$ cat src/rtl/coretse_ahb_dma_arbiter.sv
// ---------------------------------------------------------------------------
// coretse_ahb_dma_arbiter
//
// This block shares one system AHB master port between the CoreTSE transmit
// DMA master (TXH*) and the receive DMA master (RXH*). It contains:
//   - A registered grant FSM (IDLE / GNT_TX / GNT_RX). Ties are broken by
//     round-robin, or always go to RX when RX_FIXED_PRIO=1. A locked owner
//     keeps the grant.
//   - An address-phase owner (HMASTER) and a data-phase owner. Both advance
//     only on HREADY edges.
//   - Zero-latency multiplexers for the address, control and write-data
//     paths. Responses are fanned out to both masters.
//   - Per-master saturating wait counters with sticky starve flags. A set
//     and a STARVE_CLR on the same edge resolve in favour of the set.
//
// Ports
//   HCLK, HRESETN          clock, asynchronous active-low reset
//   TX*/RX* H* inputs      request, lock and address-phase fields, write data
//   TXHGRANT/RXHGRANT      registered grants
//   TX/RX HREADY/HRESP/HRDATA  copies of the fabric response
//   M_H*                   shared master port to the fabric
//   HMASTER                address owner: 00 none, 01 TX, 10 RX
//   TX_STARVE/RX_STARVE    sticky starve flags; STARVE_CLR clears both
// ---------------------------------------------------------------------------
module coretse_ahb_dma_arbiter #(
  parameter int RX_FIXED_PRIO = 0,
  parameter int MAX_WAIT      = 64
) (
  input  logic        HCLK,
  input  logic        HRESETN,
  input  logic        TXHBUSREQ,
  input  logic        RXHBUSREQ,
  input  logic        TXHLOCK,
  input  logic        RXHLOCK,
  input  logic [1:0]  TXHTRANS,
  input  logic [1:0]  RXHTRANS,
  input  logic [31:0] TXHADDR,
  input  logic [31:0] RXHADDR,
  input  logic        TXHWRITE,
  input  logic        RXHWRITE,
  input  logic [2:0]  TXHSIZE,
  input  logic [2:0]  RXHSIZE,
  input  logic [2:0]  TXHBURST,
  input  logic [2:0]  RXHBURST,
  input  logic [31:0] TXHWDATA,
  input  logic [31:0] RXHWDATA,
  output logic        TXHGRANT,
  output logic        RXHGRANT,
  output logic        TXHREADY,
  output logic        RXHREADY,
  output logic [1:0]  TXHRESP,
  output logic [1:0]  RXHRESP,
  output logic [31:0] TXHRDATA,
  output logic [31:0] RXHRDATA,
  output logic [1:0]  M_HTRANS,
  output logic [31:0] M_HADDR,
  output logic        M_HWRITE,
  output logic [2:0]  M_HSIZE,
  output logic [2:0]  M_HBURST,
  output logic [31:0] M_HWDATA,
  output logic        M_HMASTLOCK,
  input  logic        M_HREADY,
  input  logic [1:0]  M_HRESP,
  input  logic [31:0] M_HRDATA,
  output logic [1:0]  HMASTER,
  output logic        TX_STARVE,
  output logic        RX_STARVE,
  input  logic        STARVE_CLR
);

  localparam logic       LP_RX_PRIO = (RX_FIXED_PRIO != 0);
  localparam logic [9:0] LP_MAX     = 10'(MAX_WAIT);
  localparam logic [9:0] LP_SAT     = 10'h3FF;

  typedef enum logic [1:0] {ST_IDLE, ST_GNT_TX, ST_GNT_RX} state_t;

  state_t      r_state;
  logic        r_txgnt, r_rxgnt;
  logic        r_last_rx;        // 1 when RX was the most recent grant
  logic [1:0]  r_hmaster;        // address-phase owner
  logic [1:0]  r_dmaster;        // data-phase owner
  logic [9:0]  r_tx_cnt, r_rx_cnt;
  logic        r_tx_starve, r_rx_starve;

  logic        w_tx_rel, w_rx_rel, w_idle_pick_rx;
  logic [9:0]  w_tx_cnt_nxt, w_rx_cnt_nxt;

  // An owner releases only when it is neither requesting nor locked.
  assign w_tx_rel = !TXHBUSREQ && !TXHLOCK;
  assign w_rx_rel = !RXHBUSREQ && !RXHLOCK;

  // From IDLE, RX wins when it requests alone, or on a tie when RX has fixed
  // priority or TX was granted last.
  assign w_idle_pick_rx = RXHBUSREQ && (!TXHBUSREQ || LP_RX_PRIO || !r_last_rx);

  // ---------------------------------------------------------------- grant FSM
  always_ff @(posedge HCLK or negedge HRESETN) begin
    if (!HRESETN) begin
      r_state   <= ST_IDLE;
      r_txgnt   <= 1'b0;
      r_rxgnt   <= 1'b0;
      r_last_rx <= 1'b0;
    end else begin
      case (r_state)
        ST_IDLE: begin
          if (w_idle_pick_rx) begin
            r_state <= ST_GNT_RX; r_rxgnt <= 1'b1; r_txgnt <= 1'b0; r_last_rx <= 1'b1;
          end else if (TXHBUSREQ) begin
            r_state <= ST_GNT_TX; r_txgnt <= 1'b1; r_rxgnt <= 1'b0; r_last_rx <= 1'b0;
          end
        end
        ST_GNT_TX: begin
          if (w_tx_rel) begin
            if (RXHBUSREQ) begin
              r_state <= ST_GNT_RX; r_rxgnt <= 1'b1; r_txgnt <= 1'b0; r_last_rx <= 1'b1;
            end else begin
              r_state <= ST_IDLE; r_txgnt <= 1'b0; r_rxgnt <= 1'b0;
            end
          end
        end
        ST_GNT_RX: begin
          if (w_rx_rel) begin
            if (TXHBUSREQ) begin
              r_state <= ST_GNT_TX; r_txgnt <= 1'b1; r_rxgnt <= 1'b0; r_last_rx <= 1'b0;
            end else begin
              r_state <= ST_IDLE; r_txgnt <= 1'b0; r_rxgnt <= 1'b0;
            end
          end
        end
        default: begin
          r_state <= ST_IDLE; r_txgnt <= 1'b0; r_rxgnt <= 1'b0;
        end
      endcase
    end
  end

  assign TXHGRANT = r_txgnt;
  assign RXHGRANT = r_rxgnt;

  // --------------------------------------------------------- bus ownership
  // A grant becomes address ownership only on an HREADY edge. The data
  // owner trails the address owner by one completed address phase.
  always_ff @(posedge HCLK or negedge HRESETN) begin
    if (!HRESETN) begin
      r_hmaster <= 2'b00;
      r_dmaster <= 2'b00;
    end else if (M_HREADY) begin
      r_hmaster <= {r_rxgnt, r_txgnt};
      r_dmaster <= r_hmaster;
    end
  end

  assign HMASTER = r_hmaster;

  // ------------------------------------------------------------ multiplexers
  always_comb begin
    M_HTRANS    = 2'b00;
    M_HADDR     = 32'h0;
    M_HWRITE    = 1'b0;
    M_HSIZE     = 3'b000;
    M_HBURST    = 3'b000;
    M_HMASTLOCK = 1'b0;
    case (r_hmaster)
      2'b01: begin
        M_HTRANS = TXHTRANS; M_HADDR  = TXHADDR;  M_HWRITE    = TXHWRITE;
        M_HSIZE  = TXHSIZE;  M_HBURST = TXHBURST; M_HMASTLOCK = TXHLOCK;
      end
      2'b10: begin
        M_HTRANS = RXHTRANS; M_HADDR  = RXHADDR;  M_HWRITE    = RXHWRITE;
        M_HSIZE  = RXHSIZE;  M_HBURST = RXHBURST; M_HMASTLOCK = RXHLOCK;
      end
      default: ;
    endcase
  end

  always_comb begin
    M_HWDATA = 32'h0;
    case (r_dmaster)
      2'b01:   M_HWDATA = TXHWDATA;
      2'b10:   M_HWDATA = RXHWDATA;
      default: ;
    endcase
  end

  // The response goes to both masters. Each master qualifies it with its
  // own ownership history.
  assign TXHREADY = M_HREADY;
  assign RXHREADY = M_HREADY;
  assign TXHRESP  = M_HRESP;
  assign RXHRESP  = M_HRESP;
  assign TXHRDATA = M_HRDATA;
  assign RXHRDATA = M_HRDATA;

  // -------------------------------------------------------- starvation watch
  assign w_tx_cnt_nxt = (r_txgnt || !TXHBUSREQ) ? 10'd0 :
                        (r_tx_cnt == LP_SAT) ? r_tx_cnt : r_tx_cnt + 10'd1;
  assign w_rx_cnt_nxt = (r_rxgnt || !RXHBUSREQ) ? 10'd0 :
                        (r_rx_cnt == LP_SAT) ? r_rx_cnt : r_rx_cnt + 10'd1;

  // The set condition is re-evaluated on every edge while the master is still
  // waiting. A clear therefore cannot take effect until the wait ends.
  always_ff @(posedge HCLK or negedge HRESETN) begin
    if (!HRESETN) begin
      r_tx_cnt    <= 10'd0;
      r_rx_cnt    <= 10'd0;
      r_tx_starve <= 1'b0;
      r_rx_starve <= 1'b0;
    end else begin
      r_tx_cnt <= w_tx_cnt_nxt;
      r_rx_cnt <= w_rx_cnt_nxt;
      if (w_tx_cnt_nxt >= LP_MAX) r_tx_starve <= 1'b1;
      else if (STARVE_CLR)        r_tx_starve <= 1'b0;
      if (w_rx_cnt_nxt >= LP_MAX) r_rx_starve <= 1'b1;
      else if (STARVE_CLR)        r_rx_starve <= 1'b0;
    end
  end

  assign TX_STARVE = r_tx_starve;
  assign RX_STARVE = r_rx_starve;

endmodule

$ cat config.mk
export PLATFORM = sky130hd
export DESIGN_NAME = coretse_ahb_dma_arbiter
export DESIGN_NICKNAME = d
export VERILOG_FILES = /design/src/rtl/coretse_ahb_dma_arbiter.sv
export SDC_FILE = /design/constraint.sdc
export NUM_CORES = 1
export LEC_CHECK = 0
export ABC_AREA = 1
export CORE_AREA = 2 2 133 135
export CTS_CLUSTER_SIZE = 24
export DETAILED_ROUTE_END_ITERATION = 10
export DIE_AREA = 0 0 135 137
export GPL_TIMING_DRIVEN = 1
export PLACE_DENSITY = 0.58
export SETUP_SLACK_MARGIN = 0.5
export SLEW_MARGIN = 20
export SYNTH_ARGS = -nofsm -noshare
export SYNTH_HDL_FRONTEND = slang
export SYNTH_SLANG_ARGS = --single-unit
$ cat constraint.sdc
create_clock -name HCLK -period 2.5 [get_ports HCLK]
set_input_delay 0.5 -clock HCLK [delete_from_list [all_inputs] [get_ports HCLK]]
set_output_delay 0.5 -clock HCLK [all_outputs]
set_load 0.03 [all_outputs]
# Word level (Yosys, flattened, before mapping)
# Index checks and enable logic that the tools add are counted.
word_totals:
  register_bits: 31
  input_bits: 188
  out_inout_bits: 150
op_classes:
  add_sub_neg: 2
  n_lt_le_gt_ge: 2
  n_eq_ne: 12
  mux: 39
  reduce_logical: 17
ops:
  columns: ["operator", "n"]
  rows:
  - ["$pmux 32 s2", 2]
  - ["$mux 10", 4]
  - ["$add 10x1->10 const B", 2]
  - ["$eq 10x10->1 const B", 2]
  - ["$ge 10x7->1 const B", 2]
  - ["$mux 1", 19]
  - ["$pmux 3 s2", 2]
  - ["$mux 2", 5]
  - ["$pmux 1 s3", 3]
  - ["$eq 2x1->1 const B", 3]
  - ["$eq 2x2->1 const B", 3]
  - ["$ne 2x2->1 const B", 3]
  - ["$pmux 2 s3", 1]
  - ["$logic_not 1->1", 5]
  - ["$pmux 1 s2", 2]
  - ["$pmux 2 s2", 1]
  - ["$reduce_and 4->1", 1]
  - ["$reduce_bool 2->1", 2]
  - ["$logic_and 1x1->1", 3]
  - ["$logic_or 1x1->1", 3]
  - ["$ne 3x3->1 const B", 1]
  - ["$reduce_and 3->1", 1]
  - ["$reduce_bool 3->1", 1]
  - ["$logic_not 2->1", 1]

# Logic depth before layout (Yosys ltp)
depth:
  depth_word: 5
  depth_mapped: 10
  depth_no_buf: 9

# Least setup slack after synthesis
# Ideal clock, no wire load.
synth_path:
  path_kind: "reg2out"
  from: "register r_hmaster[1] (netlist: HMASTER[1])"
  to: "output M_HADDR[0]"
  arrival_ns: 1.772
  setup_slack_ns: 0.228
  stages_incl_launch_ff: 7
  cell_sequence: "dfrtp_1 inv_1 ha_1 clkbuf_1 clkbuf_1 nand2_1 a21oi_1"
synth_between:
  elab_chain_cells: 2
synth_lines:
  columns: ["item", "line_no", "source"]
  rows:
  - ["start: declaration", "80", "logic [1:0] r_hmaster;"]
  - ["start signal: assignment", "148", "r_hmaster <= {r_rxgnt, r_txgnt};"]
  - ["$eq 2x2->1 / $eq 2x1->1 (equally long branches)", "163", "case (r_hmaster)"]
  - ["$pmux 32 s2 *", "163", null]
  - ["end: declaration", "56", "output logic [31:0] M_HADDR,"]
# Every way passes the cells marked *; elsewhere a longest branch is shown, timed or not.

# Worst setup path in the final report
layout_path:
  from: "register r_hmaster[1] (netlist: HMASTER[1])"
  to: "output M_HTRANS[0]"
layout_between:
  elab_chain_cells: 2
layout_lines:
  columns: ["item", "line_no", "source"]
  rows:
  - ["$eq 2x2->1 / $eq 2x1->1 (equally long branches)", "163", null]
  - ["$pmux 2 s2 *", "163", null]
  - ["end: declaration", "55", "output logic [1:0] M_HTRANS,"]
# Marks and branches as above.

==> results.py <==
metrics = {
    "run_status": {
        "status": "completed",
    },
    "power": {
        "ir_worst_vdd_v": 0.000557,
        "power_frac_comb_pct": 79.7,
        "pwr-share-seq_pct": 10.8,
        "p_clk_share_pct": 9.5,
        "switching_share_pct": 49.8,
        "power_density_nw_per_um2": 882,
        "switching_power_w": 0.00313,
        "p_leak_nw": 2.96,
        "internal_power_w": 0.00316,
    },
    "worst_setup_path": {
        "cp.required_ns": 2.00,
        "slowest_delay_ns": 0.42,
        "critPathLaunchType": "flop",
        "crit_family": "buffers and inverters",
        "crit_path_end_kind": "primary output",
        "crit_chain": "inv_2, ha_4, buf_12, nand2_1, a21oi_4, buf_4",
        "cp_max_fo": 11,
        "path_class": "reg2out",
        "critPathSlowestCell": "dfrtp_2",
        "reg2reg_depth": 9,
        "cp.arrival_ns": 1.63,
        "path_depth": 6,
        "path_buf_inv": 3,
    },
    "clocking": {
        "clk_path_buf_depth": 2,
        "cts-htree-levels": 2,
        "root_buffer": "clkbuf_16",
        "hold_buffers": 0,
        "clock_latency_ns": 0.27,
        "numCtsBuffers": 5,
        "cts_sinks": 31,
        "cts_tree": "done",
        "clk_pin_slew_worst_paths_ns": 0.05,
    },
    "cells_and_area": {
        "diodes": 0,
        "layout-drive-gt1-share_pct": 38.4,
        "final_cell_mix": "155 x clkdlybuf4s50_1, 148 x nand2_1, 51 x buf_6, 48 x a21oi_4, 43 x buf_4",
        "synthToLayoutAreaGrowth_pct": 114,
        "layout_commonest_cell": "clkdlybuf4s50_1",
        "final_nets": 934,
        "n_fill_cell": 1672,
    },
    "logic_synthesis": {
        "synthCells": 549,
        "yosys.cell_types.count": 26,
        "yosysTopAreaCellShare_pct": 23.3,
        "synth.avg_cell_area_sq_um": 6.09,
        "syn_nets": 747,
        "synthTopCellsByArea": "nand2_1 23%, dfrtp_1 23%, buf_4 16%",
        "seq_area_frac_synth_pct": 23.2,
        "yosysTopAreaCell": "nand2_1",
        "synth_seq_cells": 31,
        "synth_warnings": 0,
        "syn-cell-area_sq_um": 3340,
    },
    "grt": {
        "gr-usage-all-layers_pct": 14.7,
        "grt_pass1_vias": 3842,
        "grt_max_degree": 33,
        "antenna_found_initial": 0,
        "grt_remaining_overflow": 0,
        "grt_pass1_wl_mm": 21.2,
    },
    "die": {
        "io_pins": 338,
        "core_area_sq_um": 17100,
        "die_h_microns": 137,
        "initial_core_util_pct": 19.6,
        "die_area_sq_um": 18500,
        "rows": 48,
        "fp.dieW_microns": 135,
    },
    "min_path": {
        "hp-class": "reg2reg",
        "hold_depth": 1,
    },
    "placement": {
        "io_buffers": 235,
        "dp_hpwl_mm": 11.3,
        "place.gp.congestion": 0.761,
    },
    "timing": {
        "period_needed_ns": 2.13,
        "grt_setup_unrepaired": "true",
        "finalCritPeriodShare_pct": 85.1,
        "slew_violations": 0,
        "tns_ns": 0,
        "relSlewSlack_pct": 70.8,
        "hold_slack_ns": 0.549,
        "tightestPinTransition_ns": 0.437,
        "setup_viol": 0,
        "final.setup_skew_ns": 0.00449,
        "hold_violations": 0,
        "fmax_ghz": 0.470,
    },
    "job": {
        "maxCapViolCount": 0,
    },
    "detailed_routing": {
        "antenna_left": 0,
        "wire_per_inst_microns": 17.2,
        "drtIter0Drc": 152,
        "wl_mm": 16.6,
        "drc": 0,
        "via_count": 4169,
        "dr.pass1.iters": 4,
        "viasPerCell": 4.33,
    },
}
## registers in the layout (all words and copies together) (netlist names)
signal	cells
HMASTER	2
RXHGRANT	1
RX_STARVE	1
TXHGRANT	1
TX_STARVE	1
r_dmaster	2
r_last_rx	1
r_rx_cnt	10
r_state	2
r_tx_cnt	10
## worst register-to-register path: cells and delay by family (launching register included)
family | cells | cell delay, ns
fa+ha+maj | 1 | 0.21
flops | 1 | 0.38
simple gates | 8 | 0.87
## cell usage after synthesis, drive strengths merged
cell type	count
inv	39
mux2i	1
xor2	2
a21oi	85
xnor2	3
nand3	19
o21ai	19
nor3	1
clkbuf	24
clkinv	1
ha	10
a31oi	4
nand2	210
o22ai	1
nand3b	1
buf	71
nor2	26
o21a	1
dfrtp	31
## power by group through the flow
stage               Sequential, W  Combinational (W)  Clock (W)
floorplan                0.000708            0.00242          0
global placement         0.000680            0.00355          0
detailed placement       0.000682            0.00354          0
CTS                      0.000680            0.00420   0.000614
global route             0.000695            0.00528   0.000648
finish                   0.000679            0.00502   0.000601
## what timing repair did
action                                  CTS  global route
gates cloned                              4             9
hold endpoints to repair                  0             0
buffers inserted                         13             2
endpoints found under the setup margin   76            77
pin swaps                                 1            32
resized for setup                        73           143
## layer usage
metal	vias to the layer above	track usage [%]	share of wire [%]
met2	212	25.0	51
met3	27	5.11	8.3
met1	1881	18.5	39
met4	0	2.20	2.2
li1	2049	-	-
met5	-	0	0
## area by class of cell
type	count	area, sq um	area share [%]
clock inverter	1	5.00	0.0701
clock buffer	7	143	2.00
inverter	40	150	2.10
tap	225	282	3.94
sequential	31	778	10.9
timing repair buffer	275	3000	42.0
multi-input combinational	383	2790	39.0
## cell families (layout without fill, tap and decap cells)
group / Yosys count / after routing / synth area share (%)
AOI/OAI and AO/OA: 110 / 110 / 16.7
xor gates and xnor gates: 5 / 5 / 1.31
DFF: 31 / 31 / 23.2
and+or+nand+nor: 257 / 257 / 31.5
muxes: 1 / 1 / 0.299
buffers and inverters: 135 / 323 / 23.2
adders and majority gates: 10 / 10 / 3.74
## path summary, 6_finish.rpt
kind	startpoint	to	slack (ns)
setup reg to reg	r_tx_cnt[1]$_DFF_PN0_	TX_STARVE$_DFFE_PN0P_	0.97
hold / removal	r_rx_cnt[0]$_DFF_PN0_	r_rx_cnt[0]$_DFF_PN0_	0.55
min in group asynchronous	HRESETN	r_rx_cnt[4]$_DFF_PN0_	0.63
hold reg to reg	r_rx_cnt[0]$_DFF_PN0_	r_rx_cnt[0]$_DFF_PN0_	0.55
setup / recovery	HMASTER[1]$_DFFE_PN0P_	M_HTRANS[0]	0.37
max in group asynchronous	HRESETN	HMASTER[0]$_DFFE_PN0P_	1.56
## metrics by stage
stage / cell area (sq um) / setup slack [ns] / std cells / total power [W] / utilization, %
floorplan: 3830 / 0.477 / 549 / 0.00313 / -
global placement: 5770 / 0.492 / 926 / 0.00423 / 33.8
detailed placement: 5770 / 0.478 / 926 / 0.00422 / 33.8
CTS: 6370 / 0.384 / 951 / 0.00549 / 37.3
global route: 7140 / 0.286 / 962 / 0.00662 / 41.9
finish: 7140 / 0.371 / 962 / 0.00630 / 41.9
Note: power is estimated with default switching activity, not from simulation.
